===== src/rtl/serial_subtractor.sv =====
// serial_subtractor
//   Bit-serial, LSB-first subtractor computing diff = a - b - bin modulo
//   2^WIDTH. One bit is resolved per clock through a full-subtractor cell.
//   The operands shift right past the cell, and each difference bit enters
//   the result register from the MSB end.
//
// Configuration macro:
//   SERIAL_SUB_OVF_EN  when defined, adds the ovf output and the flops that
//                      hold the operand sign bits needed to compute it.
//
// Ports:
//   clk    in   1      clock, rising edge
//   rst    in   1      asynchronous reset, active-high
//   start  in   1      operation request, accepted only when not busy
//   a      in   WIDTH  minuend, captured on an accepted start
//   b      in   WIDTH  subtrahend, captured on an accepted start
//   bin    in   1      borrow-in, captured on an accepted start
//   busy   out  1      high while bits are being processed
//   done   out  1      one-cycle pulse; diff/bout (ovf) are valid
//   diff   out  WIDTH  result, held until the next completion
//   bout   out  1      final borrow out of the MSB (a < b + bin, unsigned)
//   ovf    out  1      signed overflow (SERIAL_SUB_OVF_EN only)
module serial_subtractor #(
  parameter int WIDTH = 8
) (
  input  logic             clk,
  input  logic             rst,
  input  logic             start,
  input  logic [WIDTH-1:0] a,
  input  logic [WIDTH-1:0] b,
  input  logic             bin,
  output logic             busy,
  output logic             done,
  output logic [WIDTH-1:0] diff,
  output logic             bout
`ifdef SERIAL_SUB_OVF_EN
  ,
  output logic             ovf
`endif
);

  localparam int CW = $clog2(WIDTH);
  localparam logic [CW-1:0] LAST_BIT = CW'(WIDTH - 1);

  typedef enum logic [1:0] {
    IDLE,
    RUN,
    DONE
  } state_t;

  state_t           state_reg;
  state_t           state_next;
  logic [CW-1:0]    count_reg;
  logic [WIDTH-1:0] a_reg;
  logic [WIDTH-1:0] b_reg;
  // Only WIDTH-1 partial bits are stored: the final bit goes directly
  // into diff on the edge that completes the operation.
  logic [WIDTH-2:0] res_reg;
  logic             borrow_reg;

  logic             accept;
  logic             last_bit;
  logic             diff_bit;
  logic             borrow_next;
  logic [WIDTH-1:0] res_shift;

`ifdef SERIAL_SUB_OVF_EN
  logic             a_sign_reg;
  logic             b_sign_reg;
`endif

  // Full-subtractor cell acting on the current LSBs.
  always_comb begin
    diff_bit    = a_reg[0] ^ b_reg[0] ^ borrow_reg;
    borrow_next = (~a_reg[0] & b_reg[0]) | (~(a_reg[0] ^ b_reg[0]) & borrow_reg);
    res_shift   = {diff_bit, res_reg};
    last_bit    = (count_reg == LAST_BIT);
    // A start arriving in DONE is accepted as well, so that back-to-back
    // operations need no idle cycle.
    accept      = start && (state_reg != RUN);
  end

  // State register.
  always_ff @(posedge clk or posedge rst) begin
    if (rst) begin
      state_reg <= IDLE;
    end else begin
      state_reg <= state_next;
    end
  end

  // Next-state and status decode.
  always_comb begin
    state_next = state_reg;
    busy       = 1'b0;
    done       = 1'b0;
    case (state_reg)
      IDLE: begin
        if (start) begin
          state_next = RUN;
        end
      end
      RUN: begin
        busy = 1'b1;
        if (last_bit) begin
          state_next = DONE;
        end
      end
      DONE: begin
        done = 1'b1;
        state_next = start ? RUN : IDLE;
      end
      default: begin
        state_next = IDLE;
      end
    endcase
  end

  // Serial datapath and result registers.
  always_ff @(posedge clk or posedge rst) begin
    if (rst) begin
      count_reg  <= '0;
      a_reg      <= '0;
      b_reg      <= '0;
      res_reg    <= '0;
      borrow_reg <= 1'b0;
      diff       <= '0;
      bout       <= 1'b0;
`ifdef SERIAL_SUB_OVF_EN
      a_sign_reg <= 1'b0;
      b_sign_reg <= 1'b0;
      ovf        <= 1'b0;
`endif
    end else if (accept) begin
      count_reg  <= '0;
      a_reg      <= a;
      b_reg      <= b;
      borrow_reg <= bin;
`ifdef SERIAL_SUB_OVF_EN
      a_sign_reg <= a[WIDTH-1];
      b_sign_reg <= b[WIDTH-1];
`endif
    end else if (state_reg == RUN) begin
      count_reg  <= count_reg + CW'(1);
      a_reg      <= a_reg >> 1;
      b_reg      <= b_reg >> 1;
      res_reg    <= res_shift[WIDTH-1:1];
      borrow_reg <= borrow_next;
      if (last_bit) begin
        // Outputs change only here, so they stay stable through RUN.
        diff <= res_shift;
        bout <= borrow_next;
`ifdef SERIAL_SUB_OVF_EN
        // Operands of differing sign overflow when the result sign
        // disagrees with the minuend sign.
        ovf  <= (a_sign_reg != b_sign_reg) && (diff_bit != a_sign_reg);
`endif
      end
    end
  end

endmodule


===== config.mk =====
export PLATFORM = sky130hd
export DESIGN_NAME = serial_subtractor
export DESIGN_NICKNAME = d
export VERILOG_FILES = /design/src/rtl/serial_subtractor.sv
export SDC_FILE = /design/constraint.sdc
export NUM_CORES = 1
export LEC_CHECK = 0
export CAP_MARGIN = 20
export CORE_MARGIN = 8
export CORE_UTILIZATION = 52
export DETAILED_ROUTE_END_ITERATION = 10
export GPL_ROUTABILITY_DRIVEN = 0
export PLACE_DENSITY_LB_ADDON = 0.15
export SLEW_MARGIN = 20
export SYNTH_ARGS = -nofsm -noshare
export SYNTH_HDL_FRONTEND = slang
export SYNTH_SLANG_ARGS = --single-unit

===== constraint.sdc =====
create_clock -name clk -period 2.18 [get_ports clk]
set_clock_uncertainty 0.1 [all_clocks]
set_input_delay 0.327 -clock clk [delete_from_list [all_inputs] [get_ports clk]]
set_output_delay 0.327 -clock clk [all_outputs]
set_load 0.01 [all_outputs]

# Word level (Yosys, flattened, before mapping)
# Cells that the tools add are included.
op_classes:
  add_sub_neg: 1
  eq_ne: 6
  mux: 14
  n_bitwise: 8
  n_reduce_logical: 6
op_table:
  columns: ["op", "n"]
  rows:
  - ["8-bit 2-to-1 mux", 4]
  - ["3-bit 2-to-1 mux", 2]
  - ["2-bit case mux with 3 select lines", 1]
  - ["1-bit 2-to-1 mux", 5]
  - ["2-bit 2-to-1 mux", 2]
  - ["2-bit != test, second input constant", 2]
  - ["2-bit AND reduction", 2]
  - ["3-bit by 1-bit adder with 3-bit output, second input constant", 1]
  - ["3-bit == test, second input constant", 1]
  - ["1-bit NOT", 3]
  - ["3-bit AND reduction", 1]
  - ["1-bit AND", 2]
  - ["2-bit by 1-bit == test with 1-bit output, second input constant", 1]
  - ["2-bit == test, second input constant", 1]
  - ["2-bit logical NOT", 1]
  - ["2-bit by 1-bit != test with 1-bit output, second input constant", 1]
  - ["2-bit nonzero test", 1]
  - ["1-bit XOR", 2]
  - ["1-bit logical AND", 1]
  - ["1-bit bitwise OR", 1]
word_totals:
  reg_bits: 38
  out_inout_bits: 11

# Depth between registers and ports, before layout
logic_depth:
  ltp_word: 6
  depth_mapped: 5
  ltp_nobuf: 4

# Worst setup path after synthesis
# No wires, ideal clock.
synth_path:
  kind: "register to register"
  startpoint: "reg count_reg[0]"
  endpoint: "reg diff[0]"
  setup_ns: 0.125
  arrival_ns: 1.358
  required_ns: 1.955
  path_slack_ns: 0.597
  stages_incl_launch_ff: 6
  n_path_buf: 1
  period_less_slack_ns: 1.583
  path_cell_list: "dfrtp_1 -> ha_1 -> ha_1 -> nand3b_1 -> buf_2 -> mux2_2"
synth_via:
  elab_chain_cells: 2
synth_rtl:
  columns: ["item", "line_no", "source"]
  rows:
  - ["from (decl)", "53", "logic [CW-1:0] count_reg;"]
  - ["from (signal assigned)", "144", "count_reg <= count_reg + CW'(1);"]
  - ["3-bit == test", "77", "last_bit = (count_reg == LAST_BIT);"]
  - ["3-bit AND reduction (no line)", null, null]
  - ["to (signal assigned)", "151", "diff <= res_shift;"]
  - ["to (decl)", "34", "output logic [WIDTH-1:0] diff,"]
# Every way passes these cells.
# A chain may end at the register's enable or synchronous reset.

# Final worst setup path
layout_path:
  startpoint: "reg state_reg[1]"
  endpoint: "out busy"
layout_via:
  elab_chain_cells: 2
layout_rtl:
  columns: ["item", "line_no", "source"]
  rows:
  - ["from (decl)", "51", "state_t state_reg;"]
  - ["from (signal assigned)", "88", "state_reg <= state_next;"]
  - ["2-bit by 1-bit == test with 1-bit output", "97", "case (state_reg)"]
  - ["1-bit 2-to-1 mux", "97", null]
  - ["to (decl)", "32", "output logic busy,"]
# Every way passes these cells.

==> impl_metrics.yaml <==
status:
  status: "complete, no violations"
yosys:
  netlist_area_um2: 1770
  yosys-top-cells-area: "dfrtp_1 54%, mux2_4 20%, mux2_2 14%"
  synth_ff_type: "dfrtp_1"
  syn_avg_cell_area_um2: 15.7
  ys_seq_area_frac: 0.537
  syn_nets: 136
  synth_area_leader_cell: "dfrtp_1"
  synthCells: 113
  async_flop_share: 1.00
  yosys_warnings: 0
  synth_top_area_frac: 0.537
  ys_ff_latch: 38
  yosysUniqueCellTypes: 16
  synth-edff-count: 0
floorplan:
  placementRows: 21
  die-area_um2: 5530
  initial_utilization: 0.535
  ioPinCount: 31
  die_x_um: 74.4
  coreArea_um2: 3310
  die_h_um: 74.4
sta:
  period_minus_slack_ns: 2.08
  hold_viol_final: 0
  finalSetupViolCount: 0
  timing.fmax_ghz: 0.481
  relSlewSlack: 0.645
  rsz0062_at_grt: "false"
  fin_crit_sh: 0.954
  worst_pin_slew_ns: 0.531
  maxSlewViolCount: 0
  fin_setup_tns_ns: 0
placement:
  hpwl_um: 2060
  placed_area_um2: 2120
  numPortBuffers: 30
power:
  combinationalPowerShare: 0.432
  seq_power_share: 0.434
  power_leakage_nw: 1.02
  swShare: 0.297
  peakVddDrop_mv: 0.567
  power_density_nw_per_um2: 1290
  clkPwrFrac: 0.135
  p_sw_mw: 0.832
  internal-power_mw: 1.97
finish:
  drive_gt1_frac: 0.376
  fillers: 256
  multi_input_area_um2: 751
  register_area_um2: 951
  diodes: 0
  syn2layout_area_growth_pct: 23.2
  fin_util: 0.659
  final_area_um2: 2180
  num-nets-final: 171
clock_tree:
  clock_latency_ns: 0.34
  ctsHoldBuffers: 0
  cts-resized-gates: 0
  clockBufferDepth: 2
  cts_made_buffers: 5
  postCtsSetupBuffers: 0
  clock_sinks: 38
  cts_root_buffer: "clkbuf_4"
  clkTransAtPathRegs_ns: 0.11
  cts_tree: "built"
  htreeDepth: 2
grt:
  grt_pass1_wl_um: 5060
  grt_max_degree: 39
  met3_usage: 0.0526
  grt_overflow: 0
  gr-usage-met2: 0.190
  antenna_found_initial: 0
  grt_util_met1: 0.146
  globalRouteTotalUtil: 0.122
  gr-max-usage-layer: "met2"
  grt_pass1_vias: 1086
run:
  max_cap_violations: 0
worst_setup_path:
  cp.required_ns: 1.75
  cp-startpoint: "state_reg[1]"
  r2r_start: "count_reg[0]"
  r2r_cells: 4
  rrSetupSlack_ns: 0.36
  critPathLaunchType: "flop"
  path_class: "flop to primary output"
  worstSetupEndpointType: "primary output"
  endpoint: "busy"
  worst_ep_arrival_time_ns: 1.65
  r2r-end: "diff[0]"
  path_max_fanout: 9
drt:
  ant_nets: 0
  drt_first_pass_iters: 4
  viasPerCell: 4.93
  drcViolationCount: 0
  wire_per_inst_um: 15.0
  vias: 961
  drt_iter0_drc: 59
  drt-total-wl_um: 2930
min_path:
  hold_path.class: "input pin to async pin"
==> worst max-delay path, cell delays in order, from the launching register on <==
cell,delay (ns)
dfrtp_1,0.40
nand2b_1,0.17
inv_2,0.18
clkdlybuf4s50_1,0.57
==> how the worst min path moves through the flow <==
stage	startpoint	to	slack, ns	depth (start not counted)
after floorplan	count_reg[0]	count_reg[0]	0.35	1
after global placement	count_reg[0]	count_reg[0]	0.37	1
after detailed placement	count_reg[0]	count_reg[0]	0.39	1
after CTS	rst	b_reg[2]	0.30	3
after global routing	rst	b_reg[3]	0.32	3
final	rst	borrow_reg	0.29	3
==> synthesized netlist by cell type (2+ instances only) <==
cell type,number
buf_4,2
buf_6,2
dfrtp_1,38
ha_1,2
inv_1,6
mux2_2,22
mux2_4,23
mux2i_1,6
nand2b_1,2
nor2_1,2
nor2b_1,3
==> per-stage QoR <==
step	setup slack (ns)	cells	total power [mW]	hold slack, ns
6_report	0.0997	195	2.80	0.288
2_1_floorplan	0.597	113	2.08	0.353
3_3_place_gp	0.335	187	2.40	0.372
3_5_place_dp	0.323	187	2.46	0.385
4_1_cts	0.0764	195	2.85	0.296
5_1_grt	0.0181	195	3.00	0.317
==> power by group through the flow <==
stage / Clock [mW] / Sequential (mW) / Combinational [mW]
final: 0.378 / 1.22 / 1.21
after global routing: 0.421 / 1.26 / 1.32
after CTS: 0.392 / 1.22 / 1.24
after detailed placement: 0 / 1.23 / 1.23
after global placement: 0 / 1.21 / 1.18
after floorplan: 0 / 1.22 / 0.863
==> cell usage in the layout, fill, tap and decap left out, types with 3 or more instances in the layout <==
cell type and count:
mux2i_1 6, clkbuf_4 5, clkdlybuf4s50_1 30, dfrtp_1 38, mux2_4 23, mux2_2 22, inv_1 6, nor2b_1 3
==> layout make-up <==
type | count | share of cell area
clock inverters | 1 | 0.00229
multi-input cells | 63 | 0.344
well taps | 46 | 0.0264
flip-flops and latches | 38 | 0.436
inverters | 7 | 0.0120
clock buffers | 7 | 0.0252
repair buffers | 33 | 0.154
==> logic make-up (layout without fill, tap and decap cells) <==
family,count (synthesis),count (layout),share of synthesized area
AOI/OAI and AO/OA,1,1,0.00354
DFF,38,38,0.537
buffers and inverters,12,48,0.0389
muxes,51,51,0.369
and+or+nand+nor,8,8,0.0262
adders and majority gates,3,3,0.0254
==> metal layers <==
| metal | part of all wire | up-vias |
|---|---|---|
| met5 | 0 | - |
| li1 | - | 459 |
| met1 | 0.43 | 470 |
| met2 | 0.48 | 26 |
| met3 | 0.071 | 6 |
| met4 | 0.015 | 0 |
Power figures use the tool's default switching activity.
